[config.mk]
export PLATFORM = sky130hd
export DESIGN_NAME = gate_sequencer_flat
export DESIGN_NICKNAME = d
export VERILOG_FILES = /design/src/rtl/gate_sequencer_if.sv /design/src/rtl/gate_sequencer.sv /design/src/flat_wrapper.sv
export SDC_FILE = /design/constraint.sdc
export NUM_CORES = 1
export LEC_CHECK = 0
export BUFFER_PORTS_ARGS = -buffer_cell sky130_fd_sc_hd__buf_2
export CORE_ASPECT_RATIO = 1.1
export CORE_MARGIN = 4
export CORE_UTILIZATION = 52
export DETAILED_ROUTE_END_ITERATION = 10
export PLACE_DENSITY = 0.75
export SETUP_SLACK_MARGIN = 0.3
export SLEW_MARGIN = 25
export SYNTH_ARGS = -nofsm -noshare
export SYNTH_HDL_FRONTEND = slang
export SYNTH_SLANG_ARGS = --single-unit
[constraint.sdc]
create_clock -name clk -period 3.75 [get_ports clk]
set_clock_uncertainty 0.05 [all_clocks]
set_input_delay 0.375 -clock clk [delete_from_list [all_inputs] [get_ports clk]]
set_output_delay 0.375 -clock clk [all_outputs]
set_load 0.1 [all_outputs]
[src/rtl/gate_sequencer_if.sv]
// Command and amplitude-RAM bundle for gate_sequencer.
// The slave modport is the sequencer's view. The master modport is the command source and RAM side.
`ifndef FIXED_WIDTH
`define FIXED_WIDTH 16
`endif

interface gate_sequencer_if #(
    parameter int unsigned NUM_QUBITS = 4,
    parameter int unsigned TGT_W      = 3,
    parameter int unsigned W          = `FIXED_WIDTH
);
    logic                  cmd_valid;
    logic                  cmd_ready;
    logic [1:0]            cmd_gate;
    logic [TGT_W-1:0]      cmd_target;
    logic                  mem_re;
    logic                  mem_we;
    logic [NUM_QUBITS-1:0] mem_addr;
    logic signed [W-1:0]   mem_rdata_real;
    logic signed [W-1:0]   mem_rdata_imag;
    logic signed [W-1:0]   mem_wdata_real;
    logic signed [W-1:0]   mem_wdata_imag;
    logic                  busy;
    logic                  done;
    logic                  err;

    modport master (
        output cmd_valid, cmd_gate, cmd_target, mem_rdata_real, mem_rdata_imag,
        input  cmd_ready, mem_re, mem_we, mem_addr, mem_wdata_real, mem_wdata_imag,
               busy, done, err
    );

    modport slave (
        input  cmd_valid, cmd_gate, cmd_target, mem_rdata_real, mem_rdata_imag,
        output cmd_ready, mem_re, mem_we, mem_addr, mem_wdata_real, mem_wdata_imag,
               busy, done, err
    );
endinterface

[src/rtl/gate_sequencer.sv]
// Applies a single-qubit I/X/Y/Z gate to every amplitude pair of a state vector.
// The state vector lives in an external single-port sync-read RAM.
`ifndef FIXED_WIDTH
`define FIXED_WIDTH 16
`endif

module gate_sequencer #(
    parameter int unsigned NUM_QUBITS = 4,
    parameter int unsigned TGT_W      = 3
) (
    input logic            clk,
    input logic            rst,
    gate_sequencer_if.slave bus
);
    localparam int unsigned W = `FIXED_WIDTH;
    localparam logic [NUM_QUBITS-1:0] LastPair = NUM_QUBITS'((1 << (NUM_QUBITS - 1)) - 1);

    typedef enum logic [2:0] {
        StIdle, StRd0, StRd1, StCap, StWr0, StWr1, StDone
    } state_t;

    state_t                state_q;
    logic [1:0]            gate_q;
    logic [TGT_W-1:0]      tgt_q;
    logic [NUM_QUBITS-1:0] pair_q;
    logic signed [W-1:0]   amp0_re_q, amp0_im_q, amp1_re_q, amp1_im_q;

    logic                  cmd_ready_q, busy_q, done_q, err_q;
    logic                  re_q, we_q;
    logic [NUM_QUBITS-1:0] addr_q;
    logic signed [W-1:0]   wd_re_q, wd_im_q;

    // Insert a zero at bit position t of the pair index.
    function automatic logic [NUM_QUBITS-1:0] pair_base(input logic [NUM_QUBITS-1:0] p,
                                                        input logic [TGT_W-1:0] t);
        logic [NUM_QUBITS-1:0] low_mask;
        logic [NUM_QUBITS-1:0] hi;
        low_mask = (NUM_QUBITS'(1) << t) - NUM_QUBITS'(1);
        hi       = ((p >> t) << 1) << t;
        return hi | (p & low_mask);
    endfunction

    function automatic logic signed [W-1:0] neg_sat(input logic signed [W-1:0] v);
        if (v == {1'b1, {(W-1){1'b0}}}) begin
            return {1'b0, {(W-1){1'b1}}};
        end
        return -v;
    endfunction

    logic [NUM_QUBITS-1:0] a0, a1, a0_next, tgt_bit;
    logic signed [W-1:0]   r1, i1;
    logic signed [W-1:0]   n0_re, n0_im, n1_re, n1_im;
    logic                  oob;

    always_comb begin
        tgt_bit = NUM_QUBITS'(1) << tgt_q;
        a0      = pair_base(pair_q, tgt_q);
        a1      = a0 | tgt_bit;
        a0_next = pair_base(pair_q + NUM_QUBITS'(1), tgt_q);
        oob     = 32'(bus.cmd_target) >= NUM_QUBITS;
    end

    // In CAP the second amplitude is still on the read bus, so bypass the register.
    always_comb begin
        r1 = (state_q == StCap) ? bus.mem_rdata_real : amp1_re_q;
        i1 = (state_q == StCap) ? bus.mem_rdata_imag : amp1_im_q;
        n0_re = amp0_re_q;
        n0_im = amp0_im_q;
        n1_re = r1;
        n1_im = i1;
        case (gate_q)
            2'b01: begin
                n0_re = r1;
                n0_im = i1;
                n1_re = amp0_re_q;
                n1_im = amp0_im_q;
            end
            2'b10: begin
                n1_re = neg_sat(r1);
                n1_im = neg_sat(i1);
            end
            2'b11: begin
                n0_re = i1;
                n0_im = neg_sat(r1);
                n1_re = neg_sat(amp0_im_q);
                n1_im = amp0_re_q;
            end
            default: ;
        endcase
    end

    always_ff @(posedge clk or posedge rst) begin
        if (rst) begin
            state_q     <= StIdle;
            gate_q      <= 2'b00;
            tgt_q       <= '0;
            pair_q      <= '0;
            amp0_re_q   <= '0;
            amp0_im_q   <= '0;
            amp1_re_q   <= '0;
            amp1_im_q   <= '0;
            cmd_ready_q <= 1'b1;
            busy_q      <= 1'b0;
            done_q      <= 1'b0;
            err_q       <= 1'b0;
            re_q        <= 1'b0;
            we_q        <= 1'b0;
            addr_q      <= '0;
            wd_re_q     <= '0;
            wd_im_q     <= '0;
        end else begin
            re_q    <= 1'b0;
            we_q    <= 1'b0;
            addr_q  <= '0;
            done_q  <= 1'b0;
            err_q   <= 1'b0;
            wd_re_q <= '0;
            wd_im_q <= '0;
            case (state_q)
                StIdle: begin
                    if (bus.cmd_valid) begin
                        gate_q      <= bus.cmd_gate;
                        tgt_q       <= bus.cmd_target;
                        pair_q      <= '0;
                        cmd_ready_q <= 1'b0;
                        busy_q      <= 1'b1;
                        if (oob || bus.cmd_gate == 2'b00) begin
                            state_q <= StDone;
                            done_q  <= 1'b1;
                            err_q   <= oob;
                        end else begin
                            state_q <= StRd0;
                            re_q    <= 1'b1;
                            addr_q  <= pair_base('0, bus.cmd_target);
                        end
                    end
                end
                StRd0: begin
                    state_q <= StRd1;
                    re_q    <= 1'b1;
                    addr_q  <= a1;
                end
                StRd1: begin
                    amp0_re_q <= bus.mem_rdata_real;
                    amp0_im_q <= bus.mem_rdata_imag;
                    state_q   <= StCap;
                end
                StCap: begin
                    amp1_re_q <= bus.mem_rdata_real;
                    amp1_im_q <= bus.mem_rdata_imag;
                    state_q   <= StWr0;
                    we_q      <= 1'b1;
                    addr_q    <= a0;
                    wd_re_q   <= n0_re;
                    wd_im_q   <= n0_im;
                end
                StWr0: begin
                    state_q <= StWr1;
                    we_q    <= 1'b1;
                    addr_q  <= a1;
                    wd_re_q <= n1_re;
                    wd_im_q <= n1_im;
                end
                StWr1: begin
                    if (pair_q == LastPair) begin
                        state_q <= StDone;
                        done_q  <= 1'b1;
                    end else begin
                        pair_q  <= pair_q + NUM_QUBITS'(1);
                        state_q <= StRd0;
                        re_q    <= 1'b1;
                        addr_q  <= a0_next;
                    end
                end
                StDone: begin
                    state_q     <= StIdle;
                    cmd_ready_q <= 1'b1;
                    busy_q      <= 1'b0;
                end
                default: begin
                    state_q     <= StIdle;
                    cmd_ready_q <= 1'b1;
                    busy_q      <= 1'b0;
                end
            endcase
        end
    end

    assign bus.cmd_ready      = cmd_ready_q;
    assign bus.busy           = busy_q;
    assign bus.done           = done_q;
    assign bus.err            = err_q;
    assign bus.mem_re         = re_q;
    assign bus.mem_we         = we_q;
    assign bus.mem_addr       = addr_q;
    assign bus.mem_wdata_real = wd_re_q;
    assign bus.mem_wdata_imag = wd_im_q;
endmodule
[src/flat_wrapper.sv]
// flat-port wrapper written by rule: the top's interface ports become plain ports
module gate_sequencer_flat 
#(
    parameter int unsigned NUM_QUBITS = 4,
    parameter int unsigned TGT_W      = 3
)
  (clk, rst, bus_cmd_valid, bus_cmd_gate, bus_cmd_target, bus_mem_rdata_real, bus_mem_rdata_imag, bus_cmd_ready, bus_mem_re, bus_mem_we, bus_mem_addr, bus_mem_wdata_real, bus_mem_wdata_imag, bus_busy, bus_done, bus_err);
  gate_sequencer_if #(.NUM_QUBITS(NUM_QUBITS), .TGT_W(TGT_W)) bus_i ();
  input logic clk;
  input logic rst;
  input wire logic [$bits(bus_i.cmd_valid)-1:0] bus_cmd_valid;
  input wire logic [$bits(bus_i.cmd_gate)-1:0] bus_cmd_gate;
  input wire logic [$bits(bus_i.cmd_target)-1:0] bus_cmd_target;
  input wire logic [$bits(bus_i.mem_rdata_real)-1:0] bus_mem_rdata_real;
  input wire logic [$bits(bus_i.mem_rdata_imag)-1:0] bus_mem_rdata_imag;
  output wire logic [$bits(bus_i.cmd_ready)-1:0] bus_cmd_ready;
  output wire logic [$bits(bus_i.mem_re)-1:0] bus_mem_re;
  output wire logic [$bits(bus_i.mem_we)-1:0] bus_mem_we;
  output wire logic [$bits(bus_i.mem_addr)-1:0] bus_mem_addr;
  output wire logic [$bits(bus_i.mem_wdata_real)-1:0] bus_mem_wdata_real;
  output wire logic [$bits(bus_i.mem_wdata_imag)-1:0] bus_mem_wdata_imag;
  output wire logic [$bits(bus_i.busy)-1:0] bus_busy;
  output wire logic [$bits(bus_i.done)-1:0] bus_done;
  output wire logic [$bits(bus_i.err)-1:0] bus_err;
  assign bus_i.cmd_valid = bus_cmd_valid;
  assign bus_i.cmd_gate = bus_cmd_gate;
  assign bus_i.cmd_target = bus_cmd_target;
  assign bus_i.mem_rdata_real = bus_mem_rdata_real;
  assign bus_i.mem_rdata_imag = bus_mem_rdata_imag;
  assign bus_cmd_ready = bus_i.cmd_ready;
  assign bus_mem_re = bus_i.mem_re;
  assign bus_mem_we = bus_i.mem_we;
  assign bus_mem_addr = bus_i.mem_addr;
  assign bus_mem_wdata_real = bus_i.mem_wdata_real;
  assign bus_mem_wdata_imag = bus_i.mem_wdata_imag;
  assign bus_busy = bus_i.busy;
  assign bus_done = bus_i.done;
  assign bus_err = bus_i.err;
  gate_sequencer #(.NUM_QUBITS(NUM_QUBITS), .TGT_W(TGT_W)) u_core (.clk(clk), .rst(rst), .bus(bus_i));
endmodule
==> flow_summary.json, run 1 <==
{
  "outcome": "finished, final reports clean",
  "grt_max_degree": 75,
  "synth_area_mm2": 0.00757,
  "core_mm2": 0.0140,
  "place_congestion": 1.02,
  "drt_iter0_drc": 963,
  "ios": 82,
  "layout.cells.non_filler": 1128,
  "synth_nets": 914,
  "hold_start": "bus_cmd_gate[0]",
  "min_path_cells": 3,
  "grt_pass1_wl_um": 36500,
  "finalSetupViolCount": 0,
  "p_per_area_mw_per_mm2": 1050,
  "insertion_delay_ps": 430,
  "synth-seq-cells": 118,
  "cts.htree.levels": 4,
  "die_area_mm2": 0.0165,
  "start_util_pct": 54.0,
  "cts_setup_buffers": 0,
  "regArea_mm2": 0.00296,
  "arrival_ps": 3340,
  "cts_tree": "done",
  "maxSlewHeadroom_pct": 48.2,
  "ys.flop_type": "dfrtp_1",
  "drt-pass1-iter-count": 6,
  "die_x_um": 123,
  "fillers": 1195,
  "grt_use_total_pct": 28.4,
  "worst-r2r-cell-count": 7,
  "irDropWorstVdd_mv": 0.647,
  "hold_end": "u_core.gate_q[0]",
  "rr_startpoint": "u_core.state_q[1]",
  "dp.cells": 1095,
  "worstMarginPinSlew_ps": 774,
  "finalPower_w": 0.00909,
  "fin_tns_setup_ps": 0,
  "maxCapViolations": 0,
  "synth.avg_cell_area_um2": 8.69,
  "drv_slew": 0,
  "cts_buffers": 17,
  "area_delta_synth_final_pct": 14.6,
  "crit_type": "reg -> reg",
  "dieHeight_um": 135,
  "multiInputGateArea_mm2": 0.00425,
  "synth.distinct_cells": 74,
  "clk_path_buf_depth": 2,
  "hold_violations": 0,
  "seq_area_frac_synth_pct": 39.0,
  "max_freq_mhz": 324,
  "overflow": 0,
  "r2r_end": "u_core.bus.mem_wdata_real[15]",
  "rsz0062_at_grt": "no",
  "power_leakage_nw": 3.75,
  "synth_edf_count": 0,
  "fin_crit_ps": 3090,
  "async_flop_share_pct": 100,
  "end_kind": "register",
  "n_antenna_cell": 0,
  "cts.clk_slew.worst_paths_ps": 60,
  "fin_hold_ws_ps": 119,
  "wl_per_cell_um": 20.5,
  "crit_required_ps": 4010,
  "final_antenna_net_count": 0,
  "fin_nets": 970,
  "wl_um": 23100,
  "fin_crit_sh_pct": 82.3,
  "syn_inst": 871,
  "antenna_found_initial": 0,
  "start_kind": "register",
  "clock-sinks": 118,
  "numPortBuffers": 81,
  "rrSetupSlack_ps": 660,
  "num_vias": 7257,
  "hpwl_um": 15800,
  "remaining_drc_errors": 0,
  "final_area_mm2": 0.00867,
  "min_path_type": "in -> reg",
  "drive_above_1_share_pct": 20.7,
  "place_area_mm2": 0.00811,
  "grt_pass1_vias": 6710,
  "cp_max_fo": 26,
  "ctsRootBufferMaster": "clkbuf_16",
  "yosys_warnings": 0,
  "rows": 45,
  "avgViaCountPerCell": 6.43
}
[registers in the layout, indices dropped and copies added (netlist names), 2 cells and up]
signal,cells
u_core.amp1_im_q,16
u_core.bus.mem_wdata_imag,16
u_core.bus.mem_wdata_real,16
u_core.tgt_q,3
u_core.amp1_re_q,16
u_core.gate_q,2
u_core.state_q,3
u_core.amp0_re_q,16
u_core.bus.mem_addr,4
u_core.amp0_im_q,16
u_core.pair_q,4
[cells by family after synthesis]
logic type	count (synthesis)	share of synthesized area (%)
DFF	118	39.0
buffers and inverters	89	4.88
muxes	77	11.0
xor gates and xnor gates	22	2.55
AOI/OAI and AO/OA	268	23.4
adders and majority gates	3	0.496
and+or+nand+nor	294	18.6
[per-stage QoR]
stage | util, % | worst slack [ps]
2_1_floorplan | - | 1330
3_3_place_gp | 57.8 | 842
3_5_place_dp | 57.8 | 780
4_1_cts | 61.8 | 763
5_1_grt | 61.8 | 479
6_report | 61.8 | 665
[synthesized netlist by cell type (4+ instances only)]
cell type,number,area (µm²)
o311ai_0,7,61.3
xor2_1,9,78.8
a221o_1,4,40.0
inv_1,24,90.1
xnor2_1,13,114
or3_1,15,93.8
nand3_1,13,65.1
and2_1,4,25.0
mux2i_1,29,290
o221ai_1,12,105
a31oi_1,9,56.3
buf_1,8,30.0
nor2_1,81,304
a211oi_1,11,82.6
a22oi_1,6,45.0
and3_1,6,37.5
or4_1,8,60.1
o211ai_1,10,75.1
a211o_1,6,52.6
o31a_1,4,35.0
nand2_1,104,390
nand4_1,6,37.5
nand2b_1,7,43.8
clkbuf_1,42,158
mux2_2,48,541
buf_2,10,50.1
a21o_1,7,52.6
dfrtp_1,117,2930
nor3_1,15,75.1
nor4_1,10,62.6
a221oi_1,11,96.3
a21oi_1,55,275
o21a_1,4,30.0
o21ai_0,74,370
o22ai_1,15,93.8
[routing by layer]
layer / routed length, µm / part of all wire (%) / vias up / GRT usage [%]
met3: 2270 / 9.8 / 54 / 7.37
met5: 0 / 0 / - / 0
met2: 10200 / 44 / 428 / 41.1
li1: - / - / 3337 / -
met1: 10100 / 44 / 3438 / 41.1
met4: 601 / 2.6 / 0 / 10.3
[report_power, final]
part / total, W / internal, W / switching, W
Clock: 0.00155 / 0.000968 / 0.000585
Combinational: 0.00505 / 0.00160 / 0.00345
Sequential: 0.00249 / 0.00185 / 0.000635
[cell usage in the layout, fill, tap and decap left out, types with 15 or more instances in the layout]
master     netlist  final
clkbuf_16        0     17
buf_2           10     81
nand2_1        104    104
buf_4            0     16
dfrtp_1        117    115
o21ai_0         74     74
mux2_2          48     48
o22ai_1         15     15
a21oi_1         55     55
or3_1           15     15
inv_1           24     23
nor2_1          81     81
mux2i_1         29     29
[final cells by class]
class | instances | area share (%)
clock inverter | 10 | 1.24
sequential | 118 | 34.1
inverter | 26 | 1.17
multi-input combinational | 664 | 49.0
clock buffer | 22 | 5.12
timing repair buffer | 100 | 6.64
tap | 188 | 2.71
[worst max-delay path by stage]
| stage | from | end | slack (ps) | depth (start not counted) |
|---|---|---|---|---|
| 6_report | u_core.state_q[1] | u_core.bus.mem_wdata_real[15] | 660 | 7 |
| 5_1_grt | u_core.state_q[1] | u_core.bus.mem_wdata_real[15] | 480 | 7 |
| 4_1_cts | u_core.state_q[1] | u_core.bus.mem_wdata_imag[15] | 760 | 6 |
| 3_5_place_dp | u_core.state_q[1] | u_core.bus.mem_wdata_imag[15] | 780 | 6 |
| 3_3_place_gp | u_core.state_q[1] | u_core.bus.mem_wdata_imag[15] | 840 | 6 |
| 2_1_floorplan | u_core.state_q[0] | u_core.bus.mem_wdata_imag[8] | 1330 | 9 |
[what timing repair did]
item / 4_1_cts / 5_1_grt
hold buffers: 1 / 0
resized for setup: 0 / 0
hold endpoints to repair: 18 / 0
[worst max-delay path, cell delays in order (launching register included)]
cell,delay (ps)
dfrtp_1,670
and3b_2,640
buf_4,400
mux2i_1,420
o21ai_0,140
nor4_1,290
o311ai_0,170
o2bb2ai_1,170
No activity file was read; power rests on OpenSTA's default activity.
==> inputs of run 2 (changes only) <==
--- a/config.mk
+++ b/config.mk
@@ -10,7 +10,7 @@
 export CORE_MARGIN = 4
 export CORE_UTILIZATION = 52
 export DETAILED_ROUTE_END_ITERATION = 10
-export PLACE_DENSITY = 0.75
+export PLACE_DENSITY = 0.72
 export SETUP_SLACK_MARGIN = 0.3
 export SLEW_MARGIN = 25
 export SYNTH_ARGS = -nofsm -noshare
==> constraint.sdc (replaced) <==
create_clock -name clk -period 3 [get_ports clk]
set_clock_uncertainty 0.05 [all_clocks]
set_input_delay 0.3 -clock clk [delete_from_list [all_inputs] [get_ports clk]]
set_output_delay 0.3 -clock clk [all_outputs]
set_load 0.1 [all_outputs]
==> run 2 against run 1 <==
  * Cell count is 1.3% higher
  * First-iteration DRC count is 13% higher
  * Flip-flop and latch count stayed put
  * Power is 25% higher
  * Maximum frequency is 19% higher
  * Routed wire length is 1.3% higher
  * Clock power is 15% higher
==> flow_summary.json, run 2 (synthesis results as in run 1) <==
{
  "met2WireLength_um": 10500,
  "max_freq_mhz": 384,
  "grt_use_total_pct": 29.0,
  "min_path_type": "in -> reg",
  "drv_slew": 0,
  "antenna_found_initial": 1,
  "rr_startpoint": "u_core.amp1_im_q[3]",
  "outcome": "finished, final reports clean",
  "final_antenna_net_count": 0,
  "finalSetupViolCount": 0,
  "hpwl_um": 16200,
  "num_vias": 7337,
  "start_util_pct": 54.0,
  "hold_end": "u_core.gate_q[1]",
  "area_delta_synth_final_pct": 16.1,
  "finalPower_w": 0.0114,
  "drive_above_1_share_pct": 21.9,
  "fin_nets": 985,
  "cts.clk_slew.worst_paths_ps": 50,
  "drt_iter0_drc": 1090,
  "place_congestion": 0.930,
  "worst-r2r-cell-count": 6,
  "rsz0062_at_grt": "no",
  "r2r_end": "u_core.bus.mem_wdata_imag[13]",
  "place_area_mm2": 0.00824,
  "wl_per_cell_um": 20.5,
  "hold_start": "bus_cmd_gate[1]",
  "crit_type": "reg -> reg",
  "avgViaCountPerCell": 6.42,
  "n_antenna_cell": 0,
  "layout_common_cells": "dfrtp_1, nand2_1, nor2_1, buf_2, o21ai_0",
  "p_per_area_mw_per_mm2": 1290,
  "start_kind": "register",
  "clk_path_buf_depth": 2,
  "final_area_mm2": 0.00879,
  "fin_crit_sh_pct": 86.7,
  "drt-pass1-iter-count": 6,
  "fin_crit_ps": 2600,
  "overflow": 0,
  "numPortBuffers": 81,
  "rows": 45,
  "layout.cells.most_common": "dfrtp_1",
  "grt_max_degree": 75,
  "worstMarginPinSlew_ps": 729,
  "ctsRootBufferMaster": "clkbuf_16",
  "dieHeight_um": 135,
  "ios": 82,
  "cts_buffers": 17,
  "arrival_ps": 2860,
  "dr_wl_met3_um": 2630,
  "cts_tree": "done",
  "maxCapViolations": 0,
  "cp_max_fo": 7,
  "remaining_drc_errors": 0,
  "clock-sinks": 118,
  "maxSlewHeadroom_pct": 51.3,
  "highest_layer": "met5",
  "drt-met1-wl_um": 9750,
  "insertion_delay_ps": 430,
  "cts.htree.levels": 4,
  "grt_pass1_wl_um": 37000,
  "end_kind": "register",
  "fin_tns_setup_ps": 0,
  "min_path_cells": 3,
  "wl_um": 23400,
  "hold_violations": 0,
  "core_mm2": 0.0140,
  "die_x_um": 123,
  "irDropWorstVdd_mv": 0.743,
  "grt_pass1_vias": 6739,
  "die_area_mm2": 0.0165,
  "rrSetupSlack_ps": 400,
  "power_leakage_nw": 3.83,
  "crit_required_ps": 3260
}
[run 2: cell types whose count changed in the layout (fill, tap and decap cells not counted), moves of 2 or more]
cell and change:
bufinv_16 -2, clkbuf_8 +2, buf_12 +3, clkinvlp_4 -3, clkbuf_1 +2, buf_4 +12
[run 2: stage by stage]
step | hold WS [ps] | worst slack (ps) | utilization [%] | cells
floorplan | 355 | 578 | - | 871
detailed placement | 402 | 388 | 58.8 | 1108
global route | 55.6 | 303 | 62.7 | 1143
CTS | 39.7 | 389 | 62.5 | 1141
finish | 49.4 | 398 | 62.7 | 1143
global placement | 400 | 407 | 58.8 | 1108
[run 2: per-layer routing]
metal	track usage [%]	vias up
met5	0	-
met4	9.54	2
met3	7.79	51
met2	43.0	446
met1	41.1	3471
li1	-	3367
[run 2: what timing repair did]
item | in CTS | in global routing
hold buffers | 1 | 0
endpoints found under the hold margin | 29 | 0
buffers inserted | 0 | 2
setup endpoints to repair | 0 | 9
gates resized for setup | 0 | 2
[run 2: how the worst max path moves through the flow]
stage                                    endpoint  slack, ps  cells after the start                start
floorplan            u_core.bus.mem_wdata_imag[8]        580                      9    u_core.state_q[0]
global placement    u_core.bus.mem_wdata_imag[11]        410                      9    u_core.state_q[1]
detailed placement  u_core.bus.mem_wdata_imag[13]        390                      8    u_core.state_q[2]
CTS                 u_core.bus.mem_wdata_imag[13]        390                      8    u_core.state_q[2]
global route        u_core.bus.mem_wdata_imag[13]        300                      6  u_core.amp1_im_q[3]
finish              u_core.bus.mem_wdata_imag[13]        400                      6  u_core.amp1_im_q[3]
[run 2: power by group]
part,total (W),leakage [nW],internal [W],switching (W)
registers,0.00306,1.47,0.00231,0.000750
logic,0.00652,2.11,0.00211,0.00441
clock network,0.00178,0.256,0.00109,0.000693
total,0.0114,3.83,0.00551,0.00585
[run 2: worst max-delay path, stage by stage, from the launching register on]
cell and delay (ps):
dfrtp_1 380, or4_1 560, or4_4 480, a221oi_4 430
nor3b_1 230, a211oi_1 80, a211o_1 280
[run 2: final cells by class]
| type | instances | area (µm²) |
|---|---|---|
| inverter | 26 | 101 |
| timing repair buffer | 115 | 726 |
| clock buffer | 26 | 479 |
| fill | 1189 | 5230 |
| sequential | 118 | 2960 |
| tap | 188 | 235 |
| clock inverter | 6 | 30.0 |
| multi-input combinational | 664 | 4260 |
